**src/rtl/reset_sequencer.sv**
```systemverilog
// ---------------------------------------------------------------------------
// reset_sequencer
//
// Purpose:
//   Merges three reset sources (global reset port, asynchronous external
//   reset pin, software reset request) into one sequenced release of NCH
//   active-low reset outputs. Once every source has been idle for
//   HOLD_CYCLES cycles, channel 0 is released, then each further channel
//   follows STAGE_GAP cycles after the previous one, so subsystems leave
//   reset in index order. Any request during release or run drops every
//   channel at once and restarts the whole sequence.
//
// Parameters:
//   NCH          number of sequenced reset outputs (>=1)
//   SYNC_STAGES  synchroniser flops on ext_rst_n (>=2)
//   HOLD_CYCLES  idle cycles all outputs stay low before release starts (>=1)
//   STAGE_GAP    cycles between consecutive channel releases (>=1)
//
// Ports:
//   clk          in   1    single clock, all state on its rising edge
//   reset        in   1    synchronous, active-high global reset
//   ext_rst_n    in   1    asynchronous external reset, active low
//   soft_rst_req in   1    software reset request, level sensitive
//   resetn_out   out  NCH  sequenced resets, active low, registered
//   rst_done     out  1    high when every channel is released (RUN)
//   rst_cause    out  2    last reset source: 00 port, 01 external, 10 soft
//   rst_count    out  8    ext/soft reset events since reset, saturating
// ---------------------------------------------------------------------------
module reset_sequencer #(
  parameter int NCH         = 4,
  parameter int SYNC_STAGES = 2,
  parameter int HOLD_CYCLES = 16,
  parameter int STAGE_GAP   = 8
) (
  input  logic           clk,
  input  logic           reset,
  input  logic           ext_rst_n,
  input  logic           soft_rst_req,
  output logic [NCH-1:0] resetn_out,
  output logic           rst_done,
  output logic [1:0]     rst_cause,
  output logic [7:0]     rst_count
);

  // The counter serves both the hold phase and the inter-stage gap, so it
  // is sized for whichever of the two is longer and can never wrap.
  localparam int CNT_MAX = (HOLD_CYCLES > STAGE_GAP) ? HOLD_CYCLES : STAGE_GAP;
  localparam int CNT_W   = $clog2(CNT_MAX + 1);

  localparam logic [CNT_W-1:0] HOLD_LAST = CNT_W'(HOLD_CYCLES - 1);
  localparam logic [CNT_W-1:0] GAP_LAST  = CNT_W'(STAGE_GAP - 1);

  localparam logic [1:0] CAUSE_PORT = 2'b00;
  localparam logic [1:0] CAUSE_EXT  = 2'b01;
  localparam logic [1:0] CAUSE_SOFT = 2'b10;

  typedef enum logic [1:0] {
    HOLD    = 2'd0,
    RELEASE = 2'd1,
    RUN     = 2'd2
  } state_t;

  state_t                 state;
  logic [CNT_W-1:0]       cnt;
  logic [SYNC_STAGES-1:0] sync_q;
  logic [SYNC_STAGES-1:0] prime_q;

  logic           ext_act;
  logic           ext_real;
  logic           req;
  logic [NCH-1:0] next_mask;
  logic           next_all;

  // The synchroniser is cleared by reset, so for the first SYNC_STAGES
  // cycles afterwards it reads as an asserted external reset. That still
  // holds the sequence off (it is what delays the first release), but it
  // is not a genuine external event, so prime_q marks when the chain holds
  // real pin samples and only then may the external source claim rst_cause.
  always_comb begin
    ext_act  = ~sync_q[SYNC_STAGES-1];
    ext_real = ext_act & prime_q[SYNC_STAGES-1];
    req      = ext_act | soft_rst_req;
  end

  // Channels release as a thermometer code from bit 0 upwards. Shifting a
  // one into the mask releases the next channel; once the mask would become
  // all ones the sequence is complete. From HOLD the mask is zero, so the
  // first release yields bit 0 alone, which is already complete when NCH=1.
  always_comb begin
    next_mask = (resetn_out << 1) | NCH'(1);
    next_all  = &next_mask;
  end

  // Single sequencer: synchroniser, hold/gap counting, channel release,
  // and bookkeeping of the reset cause and event count. Every output is
  // a register written here, so nothing downstream sees combinational
  // glitches from the request logic.
  always_ff @(posedge clk) begin
    if (reset) begin
      state      <= HOLD;
      cnt        <= '0;
      sync_q     <= '0;
      prime_q    <= '0;
      resetn_out <= '0;
      rst_done   <= 1'b0;
      rst_cause  <= CAUSE_PORT;
      rst_count  <= 8'd0;
    end else begin
      sync_q  <= {sync_q[SYNC_STAGES-2:0], ext_rst_n};
      prime_q <= {prime_q[SYNC_STAGES-2:0], 1'b1};

      case (state)
        HOLD: begin
          if (req) begin
            // A request during hold only restarts the hold time; the
            // event is already being serviced, so it is not counted again.
            cnt <= '0;
            if (ext_real) begin
              rst_cause <= CAUSE_EXT;
            end else if (soft_rst_req) begin
              rst_cause <= CAUSE_SOFT;
            end
          end else if (cnt == HOLD_LAST) begin
            cnt        <= '0;
            resetn_out <= next_mask;
            if (next_all) begin
              state    <= RUN;
              rst_done <= 1'b1;
            end else begin
              state <= RELEASE;
            end
          end else begin
            cnt <= cnt + 1'b1;
          end
        end

        RELEASE: begin
          if (req) begin
            state      <= HOLD;
            cnt        <= '0;
            resetn_out <= '0;
            rst_done   <= 1'b0;
            rst_cause  <= ext_act ? CAUSE_EXT : CAUSE_SOFT;
            if (rst_count != 8'hFF) begin
              rst_count <= rst_count + 8'd1;
            end
          end else if (cnt == GAP_LAST) begin
            cnt        <= '0;
            resetn_out <= next_mask;
            if (next_all) begin
              state    <= RUN;
              rst_done <= 1'b1;
            end
          end else begin
            cnt <= cnt + 1'b1;
          end
        end

        RUN: begin
          if (req) begin
            state      <= HOLD;
            cnt        <= '0;
            resetn_out <= '0;
            rst_done   <= 1'b0;
            rst_cause  <= ext_act ? CAUSE_EXT : CAUSE_SOFT;
            if (rst_count != 8'hFF) begin
              rst_count <= rst_count + 8'd1;
            end
          end
        end

        default: begin
          state      <= HOLD;
          cnt        <= '0;
          resetn_out <= '0;
          rst_done   <= 1'b0;
        end
      endcase
    end
  end

endmodule
```
**config.mk**
```make
export PLATFORM = sky130hd
export DESIGN_NAME = reset_sequencer
export DESIGN_NICKNAME = d
export VERILOG_FILES = /design/src/rtl/reset_sequencer.sv
export SDC_FILE = /design/constraint.sdc
export NUM_CORES = 1
export LEC_CHECK = 0
export ABC_AREA = 1
export CAP_MARGIN = 20
export CORE_MARGIN = 1.5
export CORE_UTILIZATION = 55
export DETAILED_ROUTE_END_ITERATION = 7
export PLACE_DENSITY = 0.87
export SYNTH_ARGS = -nofsm -noshare
export SYNTH_HDL_FRONTEND = slang
export SYNTH_SLANG_ARGS = --single-unit
```
**constraint.sdc**
```tcl
create_clock -name clk -period 3.1 [get_ports clk]
set_clock_uncertainty 0.15 [all_clocks]
set_input_delay 0.62 -clock clk [delete_from_list [all_inputs] [get_ports clk]]
set_output_delay 0.62 -clock clk [all_outputs]
set_load 0.03 [all_outputs]
```
Word level (Yosys, flattened, before mapping) --
Index checks and enable logic that the tools add are counted.
Operators by class: multiplexer cells 34, bitwise gates (word level) 3, divide/modulo/power cells 0, magnitude comparators 0, multipliers 0, reductions and logical operators 8, shift operators 0, add/subtract/negate cells 2, eq/ne operators 13
Operators by type and width (number):
- two-way mux 5 bit | 5
- two-way mux 2 bit | 12
- two-way mux 4 bit | 5
- one-hot mux 5 bit (3 select lines) | 1
- one-hot mux 4 bit (3 select lines) | 1
- inequality test 3 bit, second input constant | 3
- adder 8 x 1 -> 8 bit, second input constant | 1
- inequality test 2 bit, second input constant | 4
- inequality test 8 bit, second input constant | 1
- AND reduction 4 bit | 2
- two-way mux 1 bit | 7
- one-hot mux 2 bit (3 select lines) | 1
- AND reduction 3 bit | 2
- adder 5 x 1 -> 5 bit, second input constant | 1
- == test 5 x 3 -> 1 bit, second input constant | 1
- == test 5 x 4 -> 1 bit, second input constant | 1
- AND reduction 5 bit | 1
- one-hot mux 2 bit (2 select lines) | 1
- one-hot mux 1 bit (3 select lines) | 1
- == test 2 x 1 -> 1 bit, second input constant | 1
- == test 2 bit, second input constant | 1
- zero test 2 bit | 1
- inequality test 2 x 1 -> 1 bit, second input constant | 1
- nonzero test 2 bit | 1
- other kinds (4) | 4
Word-level totals: bits of input ports 4, output and inout port bits 15, memory bits (writable) 0, memories kept 0, register bits 26, word-level logic and storage cells 69, latch bits 0, bits in read-only memories 0

Logic depth before layout (Yosys ltp) --
word-level depth 5, depth in mapped cells 11, gate-level depth less buffers 11

Worst setup path after synthesis --
OpenSTA, ideal clock, no wires.
path kind register to register, start point register rst_count[0], end point register rst_count[4], setup time 0.071 ns, buffers on the path 0, slack 1.446 ns, cell stages (with the launch flop) 8, required time 2.879 ns, clock period less this slack 1.654 ns, data arrival time 1.433 ns, path through dfxtp_1 ha_1 inv_1 nor2_1 nand2_1 nand3_2 nand2_1 a21oi_1
On the way: longest elaborated chain between the ends 2, elaborated cells between the ends (all ways) 3, classes of those cells 1 x add/sub; 1 x eq/ne; 1 x reduce/logical
RTL lines:
- start: declaration | line 42 | output logic [7:0] rst_count
- start signal: assignment | line 145 | rst_count <= rst_count + 8'd1;
- start signal: assignment | line 167 | rst_count <= rst_count + 8'd1;
- branches (longest 2 deep; another with adder 8 x 1 -> 8 bit)
Parallel ways; which one is timed is not known. A chain may end at the register's enable or synchronous reset.

Final worst setup path --
start point register rst_count[2], end point output rst_count[2]
No word-level cell between the ends.

==> run summary <==
The count of cell types in the netlist is 23. Dividing the detail-routed wire length by the instance count gives 11.15 um. Actual transition at the worst max-transition pin: 0.4415 ns. Along the worst hold path, the cell count comes to 2. Along the worst path, the maximum fanout reaches 6. The end of the worst hold path is sync_q[1]. The placed instances occupy a cell area of 1660 um2. After synthesis, the mean cell area works out to 6.759 um2. The portion of the post-synthesis area used by sequential elements was 35.99%. The first-iteration detailed-routing DRC count is 46. The library cell used most frequently in the layout, excluding fill and tap cells, is sky130_fd_sc_hd__nand2_1. The run gives 1.092 mW as the total chip power. Buffers placed on the I/O ports in this run total 18.

Starting density of the core: 58.38%. The delay of the slowest cell on the worst path came out at 0.71 ns. The tools report the launching point of the worst reg2reg path as cnt[1].

Clock latency on the worst-skew pair, taken at its later pin, is 0.33 ns. The routability congestion estimate is 0.8500, and the number of cells on the worst reg-to-reg path is 11. The tightest hold path in the finished design has a slack of 0.2632 ns. The register-to-register setup slack was 1.16 ns; the switching share of power was 39.16%. CTS saw 26 sinks. After synthesis the netlist holds a flip-flop and latch count of 26. In the detailed route, the total length drawn on met2 is 1.315 mm. The core region is 2477 um2. For the share of total power in combinational logic, the log shows 40.8%. Data arrives at the worst endpoint at 1.50 ns. The post-cts repair resize count is 0, and the path length in cells of the critical path is 1. Summed over all cells, the static leakage comes to 0.7416 nW.

The final layout contains routed wiring with a total length of 2.954 mm. The uppermost signal routing layer after detailed routing was met4. The overall routing resource usage came out at 22.04%.

The clock network is responsible for 21.5% of the overall power. Multi-input gate area in the final layout: 790.8 um2. At the worst endpoint, the required time is 2.33 ns. The number of buffers created by CTS is 3, and the count of mapped cells out of synthesis is 214. The number of antenna cells inserted is 0, and the post-CTS setup buffer count is 0. TritonCTS built the clock tree. The path class of the tightest hold or removal check is register to register. By startpoint and endpoint, the worst setup path is classified as register to output port. 19 I/O pins were placed. Counting along the longest clock path gives a buffer depth of 2. STA classifies the critical path startpoint as a register. The area growth from synthesis to final layout is 18.43%.

For this run, the number of Yosys warnings is 0. The number of placement rows was 18; the register area was 520.5 um2. The signal on the critical path passes through clkdlybuf4s50_1. The number of nets handed over by synthesis was 225. After legalization and detailed placement, the total HPWL measured 2.079 mm.

The number of buffer and inverter instances along the worst setup path was 1; the hold violation count in the final report was 0. The internal power is 664.3 uW. In this run the horizontal extent of the chip is 54.28 um. The final route contains 1375 vias.

Dividing the detail-routed via count by the number of cells gives 5.189. The flow ran to the end, and the final reports show no timing, DRC or antenna violations. For the finished layout, the period the worst path requires is 2.268 ns. The endpoint identified for the worst register-to-register timing path is state[0]. In this run the power spent charging and discharging nets is 427.5 uW. VDD sags by at most 0.4570 mV.

Setup violations remaining at the end of the flow were counted as 0. In this run the most critical hold path is launched from sync_q[0]. The worst path uses 73.16% of the clock period. The slowest stage of the critical path is the sky130_fd_sc_hd__clkdlybuf4s50_1 cell.

The tool flagged a number of max-cap violations equal to 0. The number of H-tree levels is 1, and the die outline height is 54.28 um. For this run, the detailed router's first-pass iteration total came to 4. The largest net degree at the start of global routing is 16. In the final layout, the share of cells above drive strength 1 is 7.234%.

The element type at the critical path end was an output port. The tools report the number of antenna violations at the first check in global routing as 0. The tools report the routed wire length on met3 as 144 um.

Number of global-route vias before repair: 1120. The kind of cell with the highest combined delay along the critical path is buffers and inverters. After routing, the total negative slack on setup checks comes to 0 ns. The library cells used most frequently in the layout, excluding fill and tap cells, are 60 x sky130_fd_sc_hd__nand2_1, 30 x sky130_fd_sc_hd__inv_1, 26 x sky130_fd_sc_hd__dfxtp_1. Headroom to the max-slew limit came out at 70.25%. The run gives 37.7% as the sequential fraction of design power. The first global-routing pass estimated 4.802 mm of wire. The die covers 2946 um2. The number of nets at the end of the flow is 247. Root buffer cell: sky130_fd_sc_hd__clkbuf_4.

Timing would allow up to 0.4409 GHz. The met1 layer wirelength in the final routing is 1.431 mm, and the power density of the placed cells is 637.4 nW/um2. Clock-pin slew was measured on the worst setup and hold paths at 0.15 ns. Setup repair after global routing left no endpoint under its margin. For the max-slew violation count, the log shows 0.

Total global routing overflow: 0. With fillers left out, the area of the finished cells amounts to 1713 um2. After clock tree synthesis, the flow added hold-fix buffers numbering 0.

The total standard cell area after synthesis is 1446 um2. The number of remaining DRC errors was 0; the number of inserted filler cells in the final layout was 210. The residual antenna-violating net count after detailed routing is 0.
## cells in the mapped netlist
| master | n | area, um2 |
|---|---|---|
| sky130_fd_sc_hd__inv_2 | 2 | 7.510 |
| sky130_fd_sc_hd__clkbuf_1 | 1 | 3.750 |
| sky130_fd_sc_hd__nor2_1 | 20 | 75.07 |
| sky130_fd_sc_hd__o21ai_0 | 8 | 40.04 |
| sky130_fd_sc_hd__o21ai_1 | 1 | 5.000 |
| sky130_fd_sc_hd__xnor2_1 | 1 | 8.760 |
| sky130_fd_sc_hd__a21oi_1 | 18 | 90.09 |
| sky130_fd_sc_hd__clkinv_1 | 1 | 3.750 |
| sky130_fd_sc_hd__nand2_4 | 3 | 33.78 |
| sky130_fd_sc_hd__ha_1 | 7 | 87.58 |
| sky130_fd_sc_hd__nand3b_1 | 1 | 7.510 |
| sky130_fd_sc_hd__nor2_4 | 3 | 33.78 |
| sky130_fd_sc_hd__dfxtp_1 | 26 | 520.5 |
| sky130_fd_sc_hd__or2_2 | 1 | 6.260 |
| sky130_fd_sc_hd__nand2_1 | 60 | 225.2 |
| sky130_fd_sc_hd__nand4_1 | 2 | 12.51 |
| sky130_fd_sc_hd__xor2_1 | 1 | 8.760 |
| sky130_fd_sc_hd__nor3_1 | 1 | 5.000 |
| sky130_fd_sc_hd__inv_1 | 30 | 112.6 |
| sky130_fd_sc_hd__nand3_1 | 23 | 115.1 |
| sky130_fd_sc_hd__buf_4 | 1 | 7.510 |
| sky130_fd_sc_hd__a21oi_4 | 1 | 16.27 |
| sky130_fd_sc_hd__nand3_2 | 2 | 20.02 |
## through the flow
step | std cells | util [%] | worst slack, ns
after floorplan | 214 | - | 1.446
after global placement | 261 | 67.02 | 0.8976
after detailed placement | 261 | 67.02 | 0.8687
after CTS | 265 | 69.14 | 0.8296
after global routing | 265 | 69.14 | 0.7686
final | 265 | 69.14 | 0.8321
## worst max-delay path by stage
stage / start / end / slack, ns
3_5_place_dp: reset / state[0] / 0.87
5_1_grt: rst_count[2] / rst_count[2] / 0.77
2_1_floorplan: rst_count[0] / rst_count[4] / 1.45
3_3_place_gp: reset / state[0] / 0.90
6_report: rst_count[2] / rst_count[2] / 0.83
4_1_cts: rst_count[2] / rst_count[2] / 0.83
## final cells by class
class                   count  share of cell area (%)
multi-input cells         153                   46.17
flip-flops and latches     26                   30.39
repair buffers             19                   10.96
inverters                  33                   7.232
well taps                  30                   2.191
clock inverters             1                   1.753
clock buffers               3                   1.315
## cells by family (layout without fill, tap and decap cells)
group | after synthesis | count (layout) | synth area share, %
buffers and inverters | 35 | 56 | 9.343
xor gates and xnor gates | 2 | 2 | 1.211
adders and majority gates | 7 | 7 | 6.055
DFF | 26 | 26 | 35.99
and+or+nand+nor | 116 | 116 | 36.94
AOI/OAI and AO/OA | 28 | 28 | 10.47
## layer usage
| metal | vias up | track usage [%] |
|---|---|---|
| met5 | - | 0 |
| met4 | 0 | 9.583 |
| met3 | 8 | 3.552 |
| met2 | 37 | 32.73 |
| met1 | 611 | 31.40 |
| li1 | 719 | - |
## power groups by stage
stage	clock network [mW]	logic [mW]	registers, mW
finish	0.235	0.445	0.411
global route	0.246	0.486	0.416
CTS	0.239	0.444	0.411
detailed placement	0	0.433	0.417
global placement	0	0.425	0.417
floorplan	0	0.264	0.468
## state kept, by name, indices dropped and copies added, names as in the netlist
register / count
cnt: 5
rst_count: 8
prime_q: 2
sync_q: 2
rst_done: 1
resetn_out: 4
rst_cause: 2
state: 2
Power figures use the tool's default switching activity.
==> RTL change (same settings) <==
The 3 states of `state_t` get a one-hot encoding in 3 bits.
--- a/src/rtl/reset_sequencer.sv
+++ b/src/rtl/reset_sequencer.sv
@@ -55,8 +55,8 @@
   localparam logic [1:0] CAUSE_SOFT = 2'b10;
 
-  typedef enum logic [1:0] {
-    HOLD    = 2'd0,
-    RELEASE = 2'd1,
-    RUN     = 2'd2
+  typedef enum logic [2:0] {
+    HOLD    = 3'b001,
+    RELEASE = 3'b010,
+    RUN     = 3'b100
   } state_t;
 
Behaviour: no difference found for any inputs over 10 cycles, from zero or initial values and one cycle with reset high; not proved beyond that.
==> RTL change against the original RTL <==
Synthesized cell count decreased by 9.3%. Setup slack improved by 0.024 ns. Wire length decreased by 7.4%. Area after synthesis decreased by 0.35%. Non-clock buffer count unchanged. Register-to-register slack improved by 0.10 ns. Sequential cell count increased by 1. Design area decreased by 1.2%. Critical path type unchanged. Critical endpoint is now resetn_out[2]. Largest cell class unchanged.
Power is not compared: it rests on default switching activity, and its combinational part moved more than twofold at a synthesized area within 25%.
==> RTL change: results (changes against the original RTL) <==
[metrics] fraction of met1 tracks used by global routing: 28.5% (was 31.4%)
[metrics] smallest hold slack: 0.263 ns (about the same)
[metrics] clock buffer and inverter area fraction after layout: 1.77% (was 3.07%)
[metrics] grt met2 use: 37.3% (was 32.7%)
[metrics] commonest cells in the netlist: sky130_fd_sc_hd__nand2_1, sky130_fd_sc_hd__dfxtp_1, sky130_fd_sc_hd__inv_1, sky130_fd_sc_hd__nor2_1, sky130_fd_sc_hd__a21oi_1 (was sky130_fd_sc_hd__nand2_1, sky130_fd_sc_hd__inv_1, sky130_fd_sc_hd__dfxtp_1, sky130_fd_sc_hd__nand3_1, sky130_fd_sc_hd__nor2_1)
[metrics] Seq cells post-synth: 27 (was 26)
[metrics] inverter count of the layout excluding clock inverters: 29 (was 33)
[metrics] estimated wirelength of the detail-placed design: 2030 um (was 2080 um)
[metrics] starting DRC count in detailed routing: 24 (was 46)
[metrics] worst reg2reg startpoint: cnt[0] (was cnt[1])
[metrics] Worst setup endpoint: resetn_out[2] (was rst_count[2])
[metrics] final instance area: 1690 sq um (was 1710 sq um)
[metrics] source of the critical timing path: resetn_out[2] (was rst_count[2])
[metrics] post-place setup slack: 0.948 ns (was 0.869 ns)
[metrics] Seq area share: 31.9% (was 30.4%)
[metrics] register-to-register setup slack: 1.26 ns (was 1.16 ns)
[metrics] result of the run: complete, no violations (unchanged)
[metrics] CP Max Fanout: 5 (was 6)
[metrics] max_slew headroom: 79.0% (was 70.3%)
[metrics] FF-to-FF End: state[2] (was state[0])
[metrics] # nets final: 225 (was 247)
[metrics] multi-input logic portion of the cell area: 46.4% (was 46.2%)
[metrics] largest net degree at the start of global routing: 17 (was 16)
[metrics] vias per cell: 5.13 (was 5.19)
[metrics] xor and xnor fraction of the mapped netlist area: 1.82% (was 1.21%)
[metrics] Placed Cells: 242 (was 261)
==> RTL change: cell types whose count changed after synthesis, moves of 2 or more <==
| cell | before | now |
|---|---|---|
| sky130_fd_sc_hd__o21ai_0 | 8 | 5 |
| sky130_fd_sc_hd__nand2_2 | 0 | 3 |
| sky130_fd_sc_hd__nand3_1 | 23 | 11 |
| sky130_fd_sc_hd__nand4_1 | 2 | 7 |
| sky130_fd_sc_hd__nand2_1 | 60 | 48 |
| sky130_fd_sc_hd__ha_1 | 7 | 4 |
| sky130_fd_sc_hd__nand3_4 | 0 | 3 |
| sky130_fd_sc_hd__inv_1 | 30 | 24 |
| sky130_fd_sc_hd__nor2_2 | 0 | 2 |
==> RTL change: power breakdown <==
part / internal [uW] / switching [uW]
Sequential: 352 / 2.72
Combinational: 13.9 / 21.2
Clock: 49.3 / 108
